[src/rtl/seg7_scan_driver.sv]
// Four-digit common-anode 7-segment scan driver. Scan and blink timing
// are clock-enables inside the clk_in domain; every output is registered.
module seg7_scan_driver #(
    parameter int SCAN_DIV   = 262144,
    parameter int GAP_CYCLES = 64,
    parameter int BLINK_DIV  = 33554432
) (
    input  logic        clk_in,
    input  logic        rst_n,
    input  logic [15:0] value,
    input  logic [3:0]  dp_en,
    input  logic [3:0]  blink_mask,
    input  logic [3:0]  blank_mask,
    output logic [3:0]  an,
    output logic [6:0]  seg,
    output logic        dp
);

    localparam int CW = (SCAN_DIV > 1) ? $clog2(SCAN_DIV) : 1;
    localparam int BW = (BLINK_DIV > 1) ? $clog2(BLINK_DIV) : 1;

    localparam logic [CW-1:0] SLOT_LAST  = CW'(SCAN_DIV - 1);
    localparam logic [CW-1:0] GAP_END    = CW'(GAP_CYCLES);
    localparam logic [BW-1:0] BLINK_LAST = BW'(BLINK_DIV - 1);

    typedef enum logic {
        GAP = 1'b0,
        ON  = 1'b1
    } state_t;

    function automatic logic [6:0] hex_to_seg(input logic [3:0] nib);
        logic [6:0] s;
        case (nib)
            4'h0: s = 7'h40;
            4'h1: s = 7'h79;
            4'h2: s = 7'h24;
            4'h3: s = 7'h30;
            4'h4: s = 7'h19;
            4'h5: s = 7'h12;
            4'h6: s = 7'h02;
            4'h7: s = 7'h78;
            4'h8: s = 7'h00;
            4'h9: s = 7'h10;
            4'hA: s = 7'h08;
            4'hB: s = 7'h03;
            4'hC: s = 7'h46;
            4'hD: s = 7'h21;
            4'hE: s = 7'h06;
            default: s = 7'h0E;
        endcase
        return s;
    endfunction

    // The first edge after reset is edge 0 and leaves every counter at 0.
    logic            started;
    logic [CW-1:0]   cnt, cnt_next;
    logic [1:0]      digit, digit_next;
    state_t          state, state_next;
    logic [BW-1:0]   blink_cnt, blink_cnt_next;
    logic            blink_phase, blink_phase_next;

    logic [3:0]      nib_l, nib_next;
    logic            dp_l, dp_l_next;
    logic            bl_l, bl_l_next;
    logic            bk_l, bk_l_next;

    logic [3:0]      an_next;
    logic [6:0]      seg_next;
    logic            dp_next;
    logic            dark;

    always_ff @(posedge clk_in or negedge rst_n) begin
        if (!rst_n) begin
            started     <= 1'b0;
            cnt         <= '0;
            digit       <= 2'd0;
            state       <= GAP;
            blink_cnt   <= '0;
            blink_phase <= 1'b0;
        end else begin
            started     <= 1'b1;
            cnt         <= cnt_next;
            digit       <= digit_next;
            state       <= state_next;
            blink_cnt   <= blink_cnt_next;
            blink_phase <= blink_phase_next;
        end
    end

    always_comb begin
        cnt_next         = cnt;
        digit_next       = digit;
        blink_cnt_next   = blink_cnt;
        blink_phase_next = blink_phase;
        if (started) begin
            if (cnt == SLOT_LAST) begin
                cnt_next   = '0;
                digit_next = digit + 2'd1;
            end else begin
                cnt_next = cnt + 1'b1;
            end
            if (blink_cnt == BLINK_LAST) begin
                blink_cnt_next   = '0;
                blink_phase_next = ~blink_phase;
            end else begin
                blink_cnt_next = blink_cnt + 1'b1;
            end
        end
    end

    // Slot FSM plus digit sampling on the GAP->ON edge.
    always_comb begin
        state_next = state;
        nib_next   = nib_l;
        dp_l_next  = dp_l;
        bl_l_next  = bl_l;
        bk_l_next  = bk_l;
        case (state)
            GAP: begin
                if (cnt_next == GAP_END) begin
                    state_next = ON;
                    nib_next   = value[{digit, 2'b00} +: 4];
                    dp_l_next  = dp_en[digit];
                    bl_l_next  = blink_mask[digit];
                    bk_l_next  = blank_mask[digit];
                end
            end
            ON: begin
                if (cnt_next == '0) begin
                    state_next = GAP;
                end
            end
            default: state_next = GAP;
        endcase
    end

    always_ff @(posedge clk_in or negedge rst_n) begin
        if (!rst_n) begin
            nib_l <= 4'h0;
            dp_l  <= 1'b0;
            bl_l  <= 1'b0;
            bk_l  <= 1'b0;
        end else begin
            nib_l <= nib_next;
            dp_l  <= dp_l_next;
            bl_l  <= bl_l_next;
            bk_l  <= bk_l_next;
        end
    end

    // Blink uses the phase as it stood before this edge.
    always_comb begin
        dark     = (state_next == GAP) || bk_l_next || (bl_l_next && blink_phase);
        an_next  = 4'b1111;
        seg_next = 7'h7F;
        dp_next  = 1'b1;
        if (!dark) begin
            an_next  = ~(4'b0001 << digit_next);
            seg_next = hex_to_seg(nib_next);
            dp_next  = ~dp_l_next;
        end
    end

    always_ff @(posedge clk_in or negedge rst_n) begin
        if (!rst_n) begin
            an  <= 4'b1111;
            seg <= 7'h7F;
            dp  <= 1'b1;
        end else begin
            an  <= an_next;
            seg <= seg_next;
            dp  <= dp_next;
        end
    end

endmodule

[config.mk]
export PLATFORM = sky130hd
export DESIGN_NAME = seg7_scan_driver
export DESIGN_NICKNAME = d
export VERILOG_FILES = /design/src/rtl/seg7_scan_driver.sv
export SDC_FILE = /design/constraint.sdc
export NUM_CORES = 1
export LEC_CHECK = 0
export CAP_MARGIN = 15
export CORE_AREA = 2 2 87 89
export CTS_BUF_LIST = sky130_fd_sc_hd__clkbuf_4
export CTS_CLUSTER_DIAMETER = 50
export DETAILED_ROUTE_END_ITERATION = 10
export DIE_AREA = 0 0 89 91
export GPL_TIMING_DRIVEN = 0
export PLACE_DENSITY = 0.74
export SLEW_MARGIN = 40
export SYNTH_ARGS = -nofsm -noshare
export SYNTH_HDL_FRONTEND = slang
export SYNTH_SLANG_ARGS = --single-unit
[constraint.sdc]
create_clock -name clk_in -period 3.11 [get_ports clk_in]
set_input_delay 0.622 -clock clk_in [delete_from_list [all_inputs] [get_ports clk_in]]
set_output_delay 0.622 -clock clk_in [all_outputs]
set_load 0.01 [all_outputs]
==> key figures, run 1 <==
STA
  – Worst slew pin tran: 0.732 ns
  – Final hold violations: 0
  – RSZ-0062 raised after global routing: true
  – Final WS setup: -0.173 ns
  – Max-slew violation count: 0
  – Tcrit/Tclk final: 1.06
  – Highest clock rate: 0.305 GHz
  – Tmin final: 3.28 ns
  – Final setup fails: 12
  – Fin Clk Skew: 0.0146 ns
  – Slew HR: 0.508

Drt
  – Final wirelength: 7770 um
  – DRC Markers: 0
  – Initial DRC count: between 100 and 150
  – DR vias: approximately 2700
  – Avg WL per Cell: 15.2 um
  – Vias/cell: 5.27
  – ANT nets after route: 0
  – Pre-Repair DR Iteration Count: 4

Clock network
  – Clock-pin slew on the worst setup and hold paths: 0.12 ns
  – CTS max path bufs: 2
  – CTS H-Tree Depth: 3
  – CTS Root Cell: clkbuf_4
  – TritonCTS Buffers: 9
  – CTS tree: built
  – Clk sinks: 67
  – Clock Latency Late Sink: between 0.4 and 0.5 ns

GRT
  – Vias in the first global route: 2848
  – First-pass GRT wire length: ~13000 um
  – Initial antenna violation count: 0
  – Total track usage: 0.213
  – Largest net degree at the start of global routing: 41
  – Gr ovfl total: 0

Placed design
  – Hpwl dp: about 5200 um
  – Final Wtd Congestion: 0.779
  – IO Port Bufs: 41
  – Placed insts: between 400 and 500

Synth
  – Largest cells by area after synthesis: dfrtp_1, dfstp_2, xnor2_1, mux4_2, xor2_1
  – Synth Net Count: 366
  – Largest area contributor in the netlist: dfrtp_1
  – Yosys reg bits: between 60 and 70
  – Netlist Area Pre-Place: 0.00360 mm^2
  – Sequential-to-total area share from yosys stat: 0.469
  – Netlist cell types: 61
  – Post-synth top area share: 0.382
  – Yosys warns: 0
  – Avg Inst Size Synth: 11.0 um^2
  – Post-synth ARST share: 1.00
  – Post-synth EDFFs: 0
  – Cells after Synth: 328
  – Predominant post-synthesis flop cell: dfrtp_1

Final layout
  – Final #Nets: ~440
  – Final std cells w/o fill: 510
  – Fill cells: 543
  – Layout Utilization: 0.658
  – Highest-count cells in the layout ignoring fill and taps: dfrtp_1, clkdlybuf4s50_1, xnor2_1
  – Area growth, synth to finish: 30.3%
  – Antenna cells: 0
  – Share of cells above drive strength 1: 0.260
  – Most common cell after layout, fill and taps aside: dfrtp_1

Pwr
  – P_int: 1.98 mW
  – Clock Power Share: 0.254
  – Cell leakage power: 2.02 nW
  – Combinational share of power: 0.337
  – Switching power: 0.876 mW
  – Sequential Power Share: 0.409
  – Sw Ratio: 0.306
  – Power per cell area: 609 mW/mm^2
  – VDD IR-drop max: 0.476 mV

Setup path
  – Worst Path Required: 3.42 ns
  – CP arrival: 3.59 ns
  – Kind of critical path: register to register
  – Max Fanout on Critical Path: 5
  – Worst setup SP type: register
  – R2r setup slk: -0.17 ns
  – Worst setup EP type: register

Floorplanning
  – Chip width: 89 um
  – Core area: 0.00714 mm^2
  – Die area: 0.00810 mm^2
  – Die height: 91 um
  – Boundary Pins: 42
  – Initial core utilization: 0.505
  – Row count: 31

Run status
  – Failing checks: setup timing
  – Status: complete, but fails checks

Job
  – MaxCap Viol Count: 0

Worst hold path
  – Hold Crit Class: input pin to asynchronous set/reset pin
[power by group through the flow]
| stage | combinational [mW] | clock [mW] | sequential [mW] |
|---|---|---|---|
| 2_1_floorplan | 0.456 | 0 | 1.19 |
| 3_3_place_gp | 0.716 | 0 | 1.18 |
| 3_5_place_dp | 0.738 | 0 | 1.18 |
| 4_1_cts | 0.933 | 0.742 | 1.16 |
| 5_1_grt | 1.05 | 0.785 | 1.19 |
| 6_report | 0.964 | 0.728 | 1.17 |
[area by class of cell]
class | count | area, um^2 | area share
Inverter | 16 | 60.1 | 0.0128
Multi-Input combinational cell | 231 | 1900 | 0.404
Buffer | 12 | 81.3 | 0.0173
Timing Repair Buffer | 69 | 651 | 0.139
Sequential cell | 67 | 1700 | 0.361
Clock buffer | 9 | 67.6 | 0.0144
Tap cell | 99 | 124 | 0.0264
Clock inverter | 7 | 116 | 0.0248
[through the flow]
| stage | hold slack [ns] | total power [mW] | cell area (um^2) | setup WS (ns) | setup TNS (ns) |
|---|---|---|---|---|---|
| CTS | 0.0953 | 2.84 | 4660 | -0.148 | -1.08 |
| global placement | 0.464 | 1.89 | 4180 | -1.04 | -47.03 |
| global route | 0.115 | 3.02 | 4700 | -0.329 | -3.07 |
| floorplan | 0.326 | 1.64 | 3650 | 0.0199 | 0 |
| finish | 0.109 | 2.86 | 4700 | -0.173 | -1.37 |
| detailed placement | 0.472 | 1.92 | 4200 | -0.395 | -3.18 |
[synth_stat cells, types with 2 or more instances]
cell type	n
mux2i_2	2
inv_1	15
dfrtp_1	55
o211ai_1	2
o221ai_1	3
nor2b_1	2
nor3_1	5
nand4_2	3
nor4_1	3
nand4_1	9
dfstp_2	12
a41oi_1	2
a211oi_1	2
nand3b_1	2
o22ai_1	2
xnor2_1	32
buf_4	3
mux2i_1	13
nor2_1	29
o31ai_1	2
buf_2	2
ha_1	8
clkbuf_1	5
xor2_1	15
buf_6	2
mux4_2	7
o21ai_0	3
and3_1	8
nand2_1	24
nand3_1	22
or3_1	4
[repair_timing]
| action | 4_1_cts | 5_1_grt |
|---|---|---|
| hold buffers | 0 | 0 |
| gates resized for setup | 15 | 6 |
| hold endpoints to repair | 0 | 0 |
| setup endpoints to repair | 14 | 16 |
| cloned | 1 | 0 |
| setup buffers | 24 | 2 |
| pin swaps | 4 | 3 |
[critical path, cell delays in order, from the launching register on]
cell and delay [ns]:
dfrtp_2 0.48, ha_4 0.23, mux2i_2 0.16, or3b_4 0.40
a221oi_2 0.26, nand4_2 0.16, a2111oi_4 0.33, buf_6 0.20
mux2i_4 0.33, inv_2 0.11, ha_4 0.20, o311ai_4 0.31
[registers in the layout, indices dropped and copies added, names as in the netlist, 2 cells and up]
| signal | count |
|---|---|
| blink_cnt | 25 |
| cnt | 18 |
| seg | 7 |
| an | 4 |
| nib_l | 4 |
| digit | 2 |
[cell families after synthesis]
kind of cell,synth area share
mux,0.0906
flops,0.469
fa+ha+maj,0.0278
compound gates,0.0667
simple gates,0.191
xor+xnor,0.114
other cells,0.00104
buf+inv,0.0396
[final timing paths]
path                             startpoint               end  cells after the start
hold / removal                        rst_n  cnt[2]$_DFF_PN0_                      1
min in group clk_in          bk_l$_DFF_PN0_    bk_l$_DFF_PN0_                      2
max in group asynchronous             rst_n      dp$_DFF_PN1_                      2
setup / recovery           cnt[1]$_DFF_PN0_  seg[2]$_DFF_PN1_                     11
hold reg to reg              bk_l$_DFF_PN0_    bk_l$_DFF_PN0_                      2
setup reg to reg           cnt[1]$_DFF_PN0_  seg[2]$_DFF_PN1_                     11
[layer usage]
metal | track usage | vias up | share of wire
met4 | 0.0970 | 0 | 0.024
li1 | - | 1307 | -
met2 | 0.340 | 35 | 0.51
met5 | 0 | - | 0
met1 | 0.282 | 1334 | 0.45
met3 | 0.0327 | 14 | 0.018
(Power assumes the default switching activity.)
==> run 2: changes to the inputs <==
GPL_TIMING_DRIVEN = 1   (was 0)
==> key figures, run 2 (same netlist as run 1, synthesis figures left out) <==
Clock network
  – Clk sinks: 67 (unchanged)
  – CTS Root Cell: clkbuf_4 (unchanged)
  – Clock Latency Late Sink: 0.42 ns (was 0.41 ns)
  – CTS tree: built (unchanged)
  – TritonCTS Buffers: 9 (unchanged)
  – CTS max path bufs: 2 (unchanged)
  – Clock-pin slew on the worst setup and hold paths: 0.12 ns (about the same)
  – CTS H-Tree Depth: 3 (unchanged)

Setup path
  – Worst setup EP type: register (unchanged)
  – R2r setup slk: -0.03 ns (was -0.17 ns)
  – Endpoint of the worst register-to-register path: seg[4]$_DFF_PN1_ (was seg[2]$_DFF_PN1_)
  – Worst Path Required: 3.47 ns (was 3.42 ns)
  – Max Fanout on Critical Path: 5 (unchanged)
  – R2r worst-path depth: 12 (was 11)
  – Worst reg2reg path startpoint: cnt[0]$_DFF_PN0_ (was cnt[1]$_DFF_PN0_)
  – Worst setup SP type: register (unchanged)
  – CP arrival: 3.50 ns (was 3.59 ns)
  – Kind of critical path: register to register (unchanged)

Pwr
  – Power per cell area: 554 mW/mm^2 (was 609 mW/mm^2)
  – VDD IR-drop max: 0.420 mV (was 0.476 mV)
  – Cell leakage power: 2.03 nW (was 2.02 nW)

GRT
  – Vias in the first global route: 2759 (was 2848)
  – Largest net degree at the start of global routing: 36 (was 41)
  – Gr ovfl total: 0 (unchanged)
  – Initial antenna violation count: 0 (unchanged)
  – Total track usage: 0.210 (was 0.213)
  – First-pass GRT wire length: 13000 um (was 13400 um)

Final layout
  – Antenna cells: 0 (unchanged)
  – Share of cells above drive strength 1: 0.285 (was 0.260)
  – Area growth, synth to finish: 29.7% (was 30.3%)
  – Max reg flops: 25 (unchanged)
  – Most flop-heavy register: blink_cnt (unchanged)
  – Final #Nets: 450 (was 444)
  – Biggest regs: blink_cnt: 25 flops, cnt: 18 flops, seg: 7 flops (unchanged)
  – Most common cell after layout, fill and taps aside: dfrtp_1 (unchanged)
  – Highest-count cells in the layout ignoring fill and taps: dfrtp_1, buf_4, clkdlybuf4s50_1 (was dfrtp_1, clkdlybuf4s50_1, xnor2_1)

Floorplanning
  – Boundary Pins: 42 (unchanged)
  – Die height: 91 um (unchanged)
  – Core area: 0.00714 mm^2 (unchanged)
  – Initial core utilization: 0.505 (unchanged)
  – Row count: 31 (unchanged)
  – Chip width: 89 um (unchanged)
  – Die area: 0.00810 mm^2 (unchanged)

Drt
  – DR vias: 2716 (was 2690)
  – Vias/cell: 5.26 (was 5.27)
  – Pre-Repair DR Iteration Count: 4 (unchanged)
  – Final wirelength: 7550 um (was 7770 um)
  – DRC Markers: 0 (unchanged)
  – ANT nets after route: 0 (unchanged)
  – Avg WL per Cell: 14.6 um (was 15.2 um)
  – Initial DRC count: 67 (was 124)

STA
  – Max-slew violation count: 0 (unchanged)
  – Slew HR: 0.518 (was 0.508)
  – Tcrit/Tclk final: 1.01 (was 1.06)
  – RSZ-0062 raised after global routing: true (unchanged)
  – Fin Hold WS: 0.134 ns (was 0.109 ns)
  – Highest clock rate: 0.318 GHz (was 0.305 GHz)
  – Worst slew pin tran: 0.718 ns (was 0.732 ns)
  – Tmin final: 3.14 ns (was 3.28 ns)
  – Final hold violations: 0 (unchanged)
  – Final WS setup: -0.0310 ns (was -0.173 ns)
  – Final setup fails: 9 (was 12)
  – Fin Clk Skew: 0.0183 ns (was 0.0146 ns)

Placed design
  – IO Port Bufs: 41 (unchanged)
  – Dpl ws: -0.0503 ns (was -0.395 ns)
  – Final Wtd Congestion: 0.836 (was 0.779)
  – Hpwl dp: 5660 um (was 5230 um)

Job
  – MaxCap Viol Count: 0 (unchanged)

Run status
  – Failing checks: setup timing (unchanged)
  – Status: complete, but fails checks (unchanged)

Worst hold path
  – Hold Crit Class: input pin to asynchronous set/reset pin (unchanged)
-- run 2: cell types whose count changed in the layout (fill, tap and decap cells not counted), moves of 3 or more --
| cell | previous run | this run |
|---|---|---|
| bufinv_16 | 3 | 0 |
| mux2i_2 | 1 | 4 |
| mux2i_4 | 5 | 2 |
| clkbuf_1 | 3 | 0 |
| clkinvlp_4 | 1 | 4 |
| buf_4 | 28 | 42 |
-- run 2: worst max path at each step --
stage	start	endpoint	cells past startpoint	slack, ns
floorplan	cnt[0]$_DFF_PN0_	seg[3]$_DFF_PN1_	11	0.02
global placement	cnt[0]$_DFF_PN0_	seg[2]$_DFF_PN1_	11	-0.008
detailed placement	cnt[0]$_DFF_PN0_	seg[5]$_DFF_PN1_	12	-0.05
CTS	cnt[0]$_DFF_PN0_	seg[2]$_DFF_PN1_	11	-0.04
global route	cnt[3]$_DFF_PN0_	seg[3]$_DFF_PN1_	11	-0.22
finish	cnt[0]$_DFF_PN0_	seg[4]$_DFF_PN1_	12	-0.03
-- run 2: layout make-up --
class | instances | area [um^2]
Clock inverter | 6 | 42.5
Multi-Input combinational cell | 231 | 1880
Timing Repair Buffer | 87 | 790
Fill cell | 602 | 2460
Clock buffer | 10 | 75.1
Tap cell | 99 | 124
Inverter | 16 | 60.1
Sequential cell | 67 | 1700
-- run 2: worst max-delay path, stage by stage (launching register included) --
cell	delay, ns
dfrtp_2	0.44
ha_4	0.24
mux2i_1	0.17
or3b_1	0.38
a221oi_2	0.26
nand4_2	0.16
a2111oi_4	0.33
buf_6	0.19
mux2i_4	0.30
inv_2	0.11
ha_4	0.20
mux2i_1	0.18
o221ai_2	0.11
-- run 2: per-stage QoR --
stage | total power [mW] | setup TNS [ns] | instance area (um^2) | utilization | cells
2_1_floorplan | 1.64 | 0 | 3650 | - | 328
3_3_place_gp | 2.01 | -0.00803 | 4430 | 0.621 | 495
4_1_cts | 2.58 | -0.179 | 4610 | 0.646 | 517
5_1_grt | 2.75 | -2.02 | 4670 | 0.655 | 516
3_5_place_dp | 2.03 | -0.371 | 4430 | 0.621 | 495
6_report | 2.59 | -0.157 | 4670 | 0.655 | 516
-- run 2: routing by layer --
metal,global-route usage,vias to the layer above,part of all wire
li1,-,1316,-
met1,0.272,1356,0.45
met2,0.336,37,0.50
met3,0.0718,7,0.036
met4,0.0522,0,0.011
met5,0,-,0
-- run 2: timing repair --
action                                  4_1_cts  5_1_grt
endpoints found under the setup margin       11       13
pin swaps                                     1        1
resized for setup                             4       14
hold buffers                                  0        0
setup buffers                                 6        2
-- run 2: where the power goes --
part	internal, mW	total [mW]	switching, mW
registers	1.05	1.18	0.133
clock network	0.173	0.499	0.327
logic	0.507	0.907	0.400
